--- src/rtl/game_flow_controller.sv ---
// game_flow_controller: top-level game-flow FSM for the ball-shooting game; owns lives, level,
// post-hit invulnerability and a pool of ropes. Optional macro GAME_FLOW_BLINK_EN blinks the player while invulnerable.
module game_flow_controller #(
    parameter int LIVES_INIT        = 3,
    parameter int NUM_LEVELS        = 4,
    parameter int NUM_ROPES         = 2,
    parameter int COORD_W           = 11,
    parameter int INVULN_FRAMES     = 60,
    parameter int LEVEL_DONE_FRAMES = 120
) (
    input  logic                           clk,
    input  logic                           resetN,
    input  logic                           startOfFrame,
    input  logic                           rightArrow,
    input  logic                           leftArrow,
    input  logic                           spaceBar,
    input  logic                           pauseKey,
    input  logic                           col_player_ball,
    input  logic [NUM_ROPES-1:0]           col_rope_ball,
    input  logic [NUM_ROPES*COORD_W-1:0]   ropeTopY,
    input  logic [COORD_W-1:0]             playerX,
    input  logic                           allBallsCleared,
    output logic [2:0]                     gameState,
    output logic [3:0]                     level,
    output logic [3:0]                     lives,
    output logic                           playerMoveRight,
    output logic                           playerMoveLeft,
    output logic                           playerVisible,
    output logic                           ballVisible,
    output logic [NUM_ROPES-1:0]           ropeActive,
    output logic [NUM_ROPES*COORD_W-1:0]   ropeX,
    output logic                           levelStart
);

    // state      | meaning
    // WELCOME    | title screen, waiting for space
    // PLAY       | level running; ropes, hits and clears are processed
    // PAUSED     | everything frozen until pause is pressed again
    // LEVEL_DONE | level cleared; hold for LEVEL_DONE_FRAMES frames
    // GAME_OVER  | last life lost; space returns to WELCOME
    // VICTORY    | final level cleared; space returns to WELCOME
    typedef enum logic [2:0] {
        S_WELCOME    = 3'd0,
        S_PLAY       = 3'd1,
        S_PAUSED     = 3'd2,
        S_LEVEL_DONE = 3'd3,
        S_GAME_OVER  = 3'd4,
        S_VICTORY    = 3'd5
    } state_t;

    localparam logic [3:0] LIVES_LOAD = 4'(LIVES_INIT);
    localparam logic [3:0] LAST_LEVEL = 4'(NUM_LEVELS - 1);
    localparam logic [7:0] INV_LOAD   = 8'(INVULN_FRAMES);
    localparam logic [7:0] LD_LOAD    = 8'(LEVEL_DONE_FRAMES);

    state_t                         r_state;
    logic [3:0]                     r_level;
    logic [3:0]                     r_lives;
    logic [7:0]                     r_invuln;
    logic [7:0]                     r_ld_cnt;
    logic                           r_space_d1;
    logic                           r_pause_d1;
    logic                           r_level_start;
    logic [NUM_ROPES-1:0]           r_rope_active;
    logic [NUM_ROPES*COORD_W-1:0]   r_rope_x;

    state_t                         w_state_nxt;
    logic [3:0]                     w_level_nxt;
    logic [3:0]                     w_lives_nxt;
    logic [7:0]                     w_invuln_nxt;
    logic [7:0]                     w_ld_nxt;
    logic                           w_level_start_nxt;
    logic [NUM_ROPES-1:0]           w_rope_active_nxt;
    logic [NUM_ROPES*COORD_W-1:0]   w_rope_x_nxt;
    logic [NUM_ROPES-1:0]           w_kill;
    logic                           w_launched;
    logic                           w_space_press;
    logic                           w_pause_press;
    logic                           w_hit;

    assign w_space_press = spaceBar & ~r_space_d1;
    assign w_pause_press = pauseKey & ~r_pause_d1;
    assign w_hit         = col_player_ball && (r_invuln == 8'd0);

    always_ff @(posedge clk or negedge resetN) begin
        if (!resetN) begin
            r_state       <= S_WELCOME;
            r_level       <= 4'd0;
            r_lives       <= LIVES_LOAD;
            r_invuln      <= 8'd0;
            r_ld_cnt      <= 8'd0;
            r_space_d1    <= 1'b0;
            r_pause_d1    <= 1'b0;
            r_level_start <= 1'b0;
            r_rope_active <= '0;
            r_rope_x      <= '0;
        end else begin
            r_state       <= w_state_nxt;
            r_level       <= w_level_nxt;
            r_lives       <= w_lives_nxt;
            r_invuln      <= w_invuln_nxt;
            r_ld_cnt      <= w_ld_nxt;
            r_space_d1    <= spaceBar;
            r_pause_d1    <= pauseKey;
            r_level_start <= w_level_start_nxt;
            r_rope_active <= w_rope_active_nxt;
            r_rope_x      <= w_rope_x_nxt;
        end
    end

    always_comb begin
        w_state_nxt       = r_state;
        w_level_nxt       = r_level;
        w_lives_nxt       = r_lives;
        w_invuln_nxt      = r_invuln;
        w_ld_nxt          = r_ld_cnt;
        w_level_start_nxt = 1'b0;
        case (r_state)
            S_WELCOME: begin
                if (w_space_press) begin
                    w_state_nxt       = S_PLAY;
                    w_level_nxt       = 4'd0;
                    w_lives_nxt       = LIVES_LOAD;
                    w_invuln_nxt      = 8'd0;
                    w_level_start_nxt = 1'b1;
                end
            end
            S_PLAY: begin
                if (w_hit) begin
                    w_lives_nxt  = (r_lives != 4'd0) ? r_lives - 4'd1 : 4'd0;
                    w_invuln_nxt = INV_LOAD;
                end else if (startOfFrame && (r_invuln != 8'd0)) begin
                    w_invuln_nxt = r_invuln - 8'd1;
                end
                // a fatal hit outranks a simultaneous clear, which outranks pause
                if (w_hit && (r_lives <= 4'd1)) begin
                    w_state_nxt = S_GAME_OVER;
                end else if (allBallsCleared) begin
                    w_state_nxt = S_LEVEL_DONE;
                    w_ld_nxt    = LD_LOAD;
                end else if (w_pause_press) begin
                    w_state_nxt = S_PAUSED;
                end
            end
            S_PAUSED: begin
                if (w_pause_press) begin
                    w_state_nxt = S_PLAY;
                end
            end
            S_LEVEL_DONE: begin
                if (r_ld_cnt == 8'd0) begin
                    if (r_level >= LAST_LEVEL) begin
                        w_state_nxt = S_VICTORY;
                    end else begin
                        w_state_nxt       = S_PLAY;
                        w_level_nxt       = r_level + 4'd1;
                        w_invuln_nxt      = 8'd0;
                        w_level_start_nxt = 1'b1;
                    end
                end else if (startOfFrame) begin
                    w_ld_nxt = r_ld_cnt - 8'd1;
                end
            end
            S_GAME_OVER, S_VICTORY: begin
                if (w_space_press) begin
                    w_state_nxt = S_WELCOME;
                end
            end
            default: begin
                w_state_nxt = S_WELCOME;
            end
        endcase
    end

    // Rope pool: a launch may only take a rope that is idle and not being killed this cycle.
    always_comb begin
        w_kill            = '0;
        w_launched        = 1'b0;
        w_rope_active_nxt = r_rope_active;
        w_rope_x_nxt      = r_rope_x;
        for (int i = 0; i < NUM_ROPES; i++) begin
            w_kill[i] = (ropeTopY[i*COORD_W +: COORD_W] == '0) || col_rope_ball[i];
        end
        if (r_state == S_PLAY) begin
            w_rope_active_nxt = r_rope_active & ~w_kill;
            for (int i = 0; i < NUM_ROPES; i++) begin
                if (w_space_press && !w_launched && !r_rope_active[i] && !w_kill[i]) begin
                    w_rope_active_nxt[i]                 = 1'b1;
                    w_rope_x_nxt[i*COORD_W +: COORD_W]   = playerX;
                    w_launched                           = 1'b1;
                end
            end
        end
        if ((w_state_nxt != S_PLAY) && (w_state_nxt != S_PAUSED)) begin
            w_rope_active_nxt = '0;
            w_rope_x_nxt      = '0;
        end
    end

    always_comb begin
        playerMoveRight = 1'b0;
        playerMoveLeft  = 1'b0;
        playerVisible   = 1'b0;
        ballVisible     = 1'b0;
        case (r_state)
            S_PLAY: begin
                playerMoveRight = rightArrow;
                playerMoveLeft  = leftArrow;
                playerVisible   = 1'b1;
                ballVisible     = 1'b1;
`ifdef GAME_FLOW_BLINK_EN
                if (r_invuln != 8'd0) begin
                    playerVisible = ~r_invuln[3];
                end
`endif
            end
            S_PAUSED: begin
                playerVisible = 1'b1;
                ballVisible   = 1'b1;
            end
            S_LEVEL_DONE: begin
                playerVisible = 1'b1;
            end
            default: begin
                playerVisible = 1'b0;
            end
        endcase
    end

    assign gameState  = r_state;
    assign level      = r_level;
    assign lives      = r_lives;
    assign ropeActive = r_rope_active;
    assign ropeX      = r_rope_x;
    assign levelStart = r_level_start;

endmodule

--- config.mk ---
export PLATFORM = sky130hd
export DESIGN_NAME = game_flow_controller
export DESIGN_NICKNAME = d
export VERILOG_FILES = /design/src/rtl/game_flow_controller.sv
export SDC_FILE = /design/constraint.sdc
export NUM_CORES = 1
export LEC_CHECK = 0
export CORE_MARGIN = 4
export CORE_UTILIZATION = 45
export DETAILED_ROUTE_END_ITERATION = 8
export GPL_TIMING_DRIVEN = 0
export PLACE_DENSITY = 0.77
export RECOVER_POWER = 100
export SYNTH_ARGS = -nofsm -noshare
export SYNTH_HDL_FRONTEND = slang
export SYNTH_SLANG_ARGS = --single-unit
--- constraint.sdc ---
create_clock -name clk -period 4 [get_ports clk]
set_input_delay 0.8 -clock clk [delete_from_list [all_inputs] [get_ports clk]]
set_output_delay 0.8 -clock clk [all_outputs]
set_load 0.005 [all_outputs]
# Word-level counts from Yosys, hierarchy flattened
# Index checks and enable logic that the tools add are counted.
[totals]
regBits = 54
latch_bits = 0
mem_bits_rw = 0
romBits = 0
in_bits = 44
output_inout_bits = 40
elab_cells = 124
mem_count = 0
[op_classes]
add_sub_neg = 4
multipliers = 0
n_div = 0
magnitude_cmp = 2
n_eq_ne = 16
n_shift = 0
n_mux = 46
bitwise_logic = 6
n_reduce_logical = 39
[op_table]
columns = ["operator", "count"]
rows = [
  ["8-bit 2-to-1 mux", 9],
  ["22-bit 2-to-1 mux", 2],
  ["3-bit 2-to-1 mux", 8],
  ["4-bit 2-to-1 mux", 6],
  ["8-bit case mux with 3 select lines", 1],
  ["11-bit logical NOT", 2],
  ["11-bit 2-to-1 mux", 2],
  ["8-bit logical NOT", 2],
  ["2-bit != test (second input constant)", 8],
  ["4-bit case mux with 2 select lines", 2],
  ["8-bit case mux with 2 select lines", 1],
  ["8-bit by 1-bit subtractor with 8-bit output (second input constant)", 2],
  ["3-bit case mux with 5 select lines", 1],
  ["2-bit nonzero test", 6],
  ["1-bit 2-to-1 mux", 11],
  ["5-bit AND reduction", 2],
  ["1-bit logical AND", 9],
  ["8-bit nonzero test", 1],
  ["3-bit by 2-bit equality test with 1-bit output (second input constant)", 2],
  ["3-bit equality test (second input constant)", 2],
  ["1-bit logical NOT", 5],
  ["4-bit by 1-bit adder with 4-bit output (second input constant)", 1],
  ["4-bit by 2-bit greater-or-equal comparator with 1-bit output (second input constant)", 1],
  ["4-bit by 1-bit <= comparator with 1-bit output (second input constant)", 1],
  ["20 further kinds", 26],
]

# Logic depth before layout (Yosys ltp)
[logic_depth]
depth_word = 13
depth_mapped = 9
depth_no_buf = 8

# Worst setup path before layout
# Ideal clock, no wire load.
[synth_timing]
kind = "input to register"
startpoint = "input startOfFrame"
endpoint = "register r_ld_cnt[7]"
setup_ns = 0.127
arrival_ns = 2.363
slack_ns = 1.510
path_stages = 7
path_buffers = 1
cell_sequence = "clkbuf_1 or4b_2 or3_1 nor3_1 o21ai_0 nand2_1 o21ai_0"
[synth_between]
elab_chain_len = 2
[synth_rtl]
columns = ["item", "line", "text"]
rows = [
  ["start: declaration", "13", "input logic startOfFrame,"],
  ["2-bit != test (no line)", "--", ""],
  ["5-bit AND reduction (no line)", "--", ""],
  ["end signal: assignment", "102", "r_ld_cnt <= w_ld_nxt;"],
  ["end: declaration", "60", "logic [7:0] r_ld_cnt;"],
]
# No other way between the ends.
# A chain may end at the register's enable or synchronous reset.

# Final worst setup path
[layout_timing]
startpoint = "input col_player_ball"
endpoint = "register r_rope_x[1], in the netlist ropeX[1]"
[layout_between]
elab_chain_len = 8
word_cells_on_any_way = 11
[layout_rtl]
columns = ["item", "line", "text"]
rows = [
  ["start: declaration", "18", "input logic col_player_ball,"],
  ["1-bit logical AND *", "83", "assign w_hit = col_player_ball && (r_invuln == 8'd0);"],
  ["1-bit logical AND *", "136", "if (w_hit && (r_lives <= 4'd1)) begin"],
  ["3-bit 2-to-1 mux *", "136", ""],
  ["3-bit case mux with 5 select lines *", "118", "case (r_state)"],
  ["named net w_state_nxt[1]", "67", "state_t w_state_nxt;"],
  ["3-bit by 1-bit != test with 1-bit output or 3-bit by 2-bit != test with 1-bit output (tied branches)", "194", "if ((w_state_nxt != S_PLAY) && (w_state_nxt != S_PAUSED)) begin"],
  ["1-bit logical AND *", "194", ""],
  ["2-bit nonzero test (no line)", "--", ""],
  ["2-bit AND reduction (no line)", "--", ""],
  ["end signal: assignment", "107", "r_rope_x <= w_rope_x_nxt;"],
  ["end: declaration", "65", "logic [NUM_ROPES*COORD_W-1:0] r_rope_x;"],
]
# The timed path passes the listed nets; every way through them passes the cells marked *.

==> results.yml <==
outcome:
  outcome: "complete, but fails checks"
  violations: "capacitance limit, slew limit"
sta:
  worst_slew_pin_slew_ps: 1940
  grt_setup_unrepaired: "no"
  drv_slew: 38
  clock_skew_ps: 4.53
  min_period_ps: 3420
  max_freq_ghz: 0.293
  final.period_utilization_pct: 85.4
  hold_ws_ps: 503
  fin_tns_setup_ps: 0
  report.final.setup_viol: 0
  final_hold_viol_count: 0
  slew-limit-headroom_pct: -29.4
grt:
  grt_overflow: 0
  grt_pass1_vias: 2436
  grt_max_degree: 38
  grt_use_total_pct: 19.4
  antenna_found_initial: 0
  grt_pass1_wl_mm: 11.6
clock_network:
  clkTransAtPathRegs_ps: 90
  cts_made_buffers: 5
  cts_buffer_depth: 2
  cts_tree: "built"
  cts_setup_buffers: 0
  clkLatencyLatePin_ps: 300
  cts_root_buf: "clkbuf_8"
  cts_max_level: 2
  cts_resized: 0
  cts_hold_buf: 0
  clock_sinks: 54
drt:
  met2WireLength_mm: 3.24
  drc: 0
  drt_iter0_markers: 57
  wire_per_inst_microns: 15.5
  final_antenna_net_count: 0
  via_per_inst: 5.42
  wl_met1_mm: 2.99
  wl_met3_microns: 597
  firstDrtPassIters: 4
  wirelength_mm: 6.86
  vias: 2400
  top_layer: "met4"
final_layout:
  multiInputGateArea_sq_um: 1290
  drive_gt1_share_pct: 4.89
  final_nets: 416
  final_cell_area_sq_um: 3760
  area_delta_synth_final_pct: 36.3
  fillers: 523
  n_antenna_cell: 0
  regArea_sq_um: 1350
power:
  power_density_nw_per_um2: 549
  p_seq_share_pct: 35.9
  comb_power_share_pct: 46.7
  p_switching_uw: 805
  p_int_uw: 1260
  vdd_drop_max_mv: 0.334
  swShare_pct: 39.0
  p_clk_share_pct: 17.4
  p_leak_uw: 0.00182
yosys:
  yosys-top-cells-area: "dfrtp_1 (47%), mux2i_1 (8.0%), nor2_1 (4.9%)"
  synth.most_common_cell: "dfrtp_1"
  synth_seq_cells: 54
  synthArstFlopShare_pct: 100
  syn_nets: 326
  synth_seq_area_share_pct: 49.1
  netlist_area_sq_um: 2760
  synthTopCellsByCount: "dfrtp_1 (52), nor2_1 (36), mux2i_1 (22), a21oi_1 (20), nand2_1 (17)"
  yosysTopAreaCellShare_pct: 47.2
  syn_avg_cell_area_sq_um: 9.95
  synthFlopType: "dfrtp_1"
  synth-edff-count: 0
  ys_types: 52
  yosysWarnings: 0
  synth_cells: 277
  synth_area_leader_cell: "dfrtp_1"
floorplanning:
  die_area_sq_um: 7440
  ios: 84
  core.rowCount: 28
  core-area_sq_um: 5920
  die_w_microns: 86.2
  initial_core_util_pct: 46.5
  die_y_microns: 86.2
place:
  place_area_sq_um: 3680
  place_congestion: 0.810
  dp_hpwl_mm: 5.31
  portBuffers: 82
critical_path:
  worstPathCellList: "dlygate4sd3_1 -> nor4bb_1 -> nand3_1 -> a22o_1 -> and3_1 -> o21bai_1 -> buf_4 -> nor2_1"
  crit_path_max_fanout: 10
  arrival_ps: 3610
  cp_slowest_stage_delay_ps: 670
  cp_slowest_cell: "nor4bb_1"
  required_ps: 4190
  path_class: "input port to flop"
  worstSetupStartpointType: "input port"
  endpoint_kind: "flop"
min_path:
  hp-class: "flop to flop"
run:
  drv_cap: 1
==> worst max-delay path: cells and delay by family <==
| family | cells | cell delay [ps] |
|---|---|---|
| AND/OR/NAND/NOR | 4 | 1240 |
| AO/OA/AOI/OAI | 2 | 760 |
| buffers and inverters | 2 | 810 |
==> cell type report <==
type | count | share of cell area, %
flip-flops and latches | 54 | 36.0
multi-input cells | 202 | 34.5
repair buffers | 83 | 21.8
well taps | 75 | 2.50
clock buffers | 7 | 2.03
plain buffers | 13 | 1.57
clock inverters | 1 | 0.799
inverters | 8 | 0.799
==> per-layer routing <==
metal  global-route usage, %  vias up
met2                    30.4       68
met1                    25.3     1147
met4                    4.53        0
met3                    8.08        4
li1                        -     1181
met5                       0        -
==> path summary, 6_finish.rpt <==
kind	start	end	slack [ps]	cells after the start
setup reg to reg	r_invuln[0]	ropeX[1]	980	9
setup / recovery	col_player_ball	ropeX[1]	580	8
min in group asynchronous	resetN	r_invuln[1]	620	1
max in group asynchronous	resetN	ropeX[19]	1060	2
hold reg to reg	r_ld_cnt[7]	r_ld_cnt[7]	500	1
hold / removal	r_ld_cnt[7]	r_ld_cnt[7]	500	1
==> kinds of logic after synthesis <==
logic type / share of synthesized area (%)
XOR/XNOR: 0.954
AND/OR/NAND/NOR: 21.0
multiplexers: 7.99
adder cells (fa/ha/maj): 2.27
flip-flops: 49.1
AO/OA/AOI/OAI: 15.4
buffers and inverters: 3.27
==> sequential cells by signal (all words and copies together) (netlist names), 2 cells and up <==
register	cells
gameState	3
level	4
lives	4
r_invuln	8
r_ld_cnt	8
ropeActive	2
ropeX	22
==> power groups by stage <==
| stage | Combinational [uW] | Clock, uW | Sequential (uW) |
|---|---|---|---|
| floorplan | 661 | 0 | 735 |
| global placement | 987 | 0 | 749 |
| detailed placement | 1020 | 0 | 753 |
| CTS | 1020 | 374 | 743 |
| global route | 1080 | 395 | 757 |
| finish | 963 | 360 | 740 |
==> through the flow <==
stage	std cells	util (%)	worst slack, ps	total power, uW
after floorplan	277	-	1510	1400
after global placement	434	62.0	426	1740
after detailed placement	435	62.2	623	1770
after CTS	443	64.0	696	2140
after global routing	443	63.4	375	2240
final	443	63.4	582	2060
==> placed cells by master, fill, tap and decap left out, types with 4 or more instances in the layout <==
master	n
nor4_1	8
nor2_1	36
dlygate4sd3_1	40
nand2b_1	5
clkbuf_1	13
o31ai_1	4
clkdlybuf4s50_1	41
inv_1	8
dfrtp_1	52
o21ai_0	15
clkbuf_8	5
nand2_1	17
a31oi_1	5
a21oi_1	20
ha_1	5
nor3_1	11
mux2i_1	22
Power figures use the tool's default switching activity.
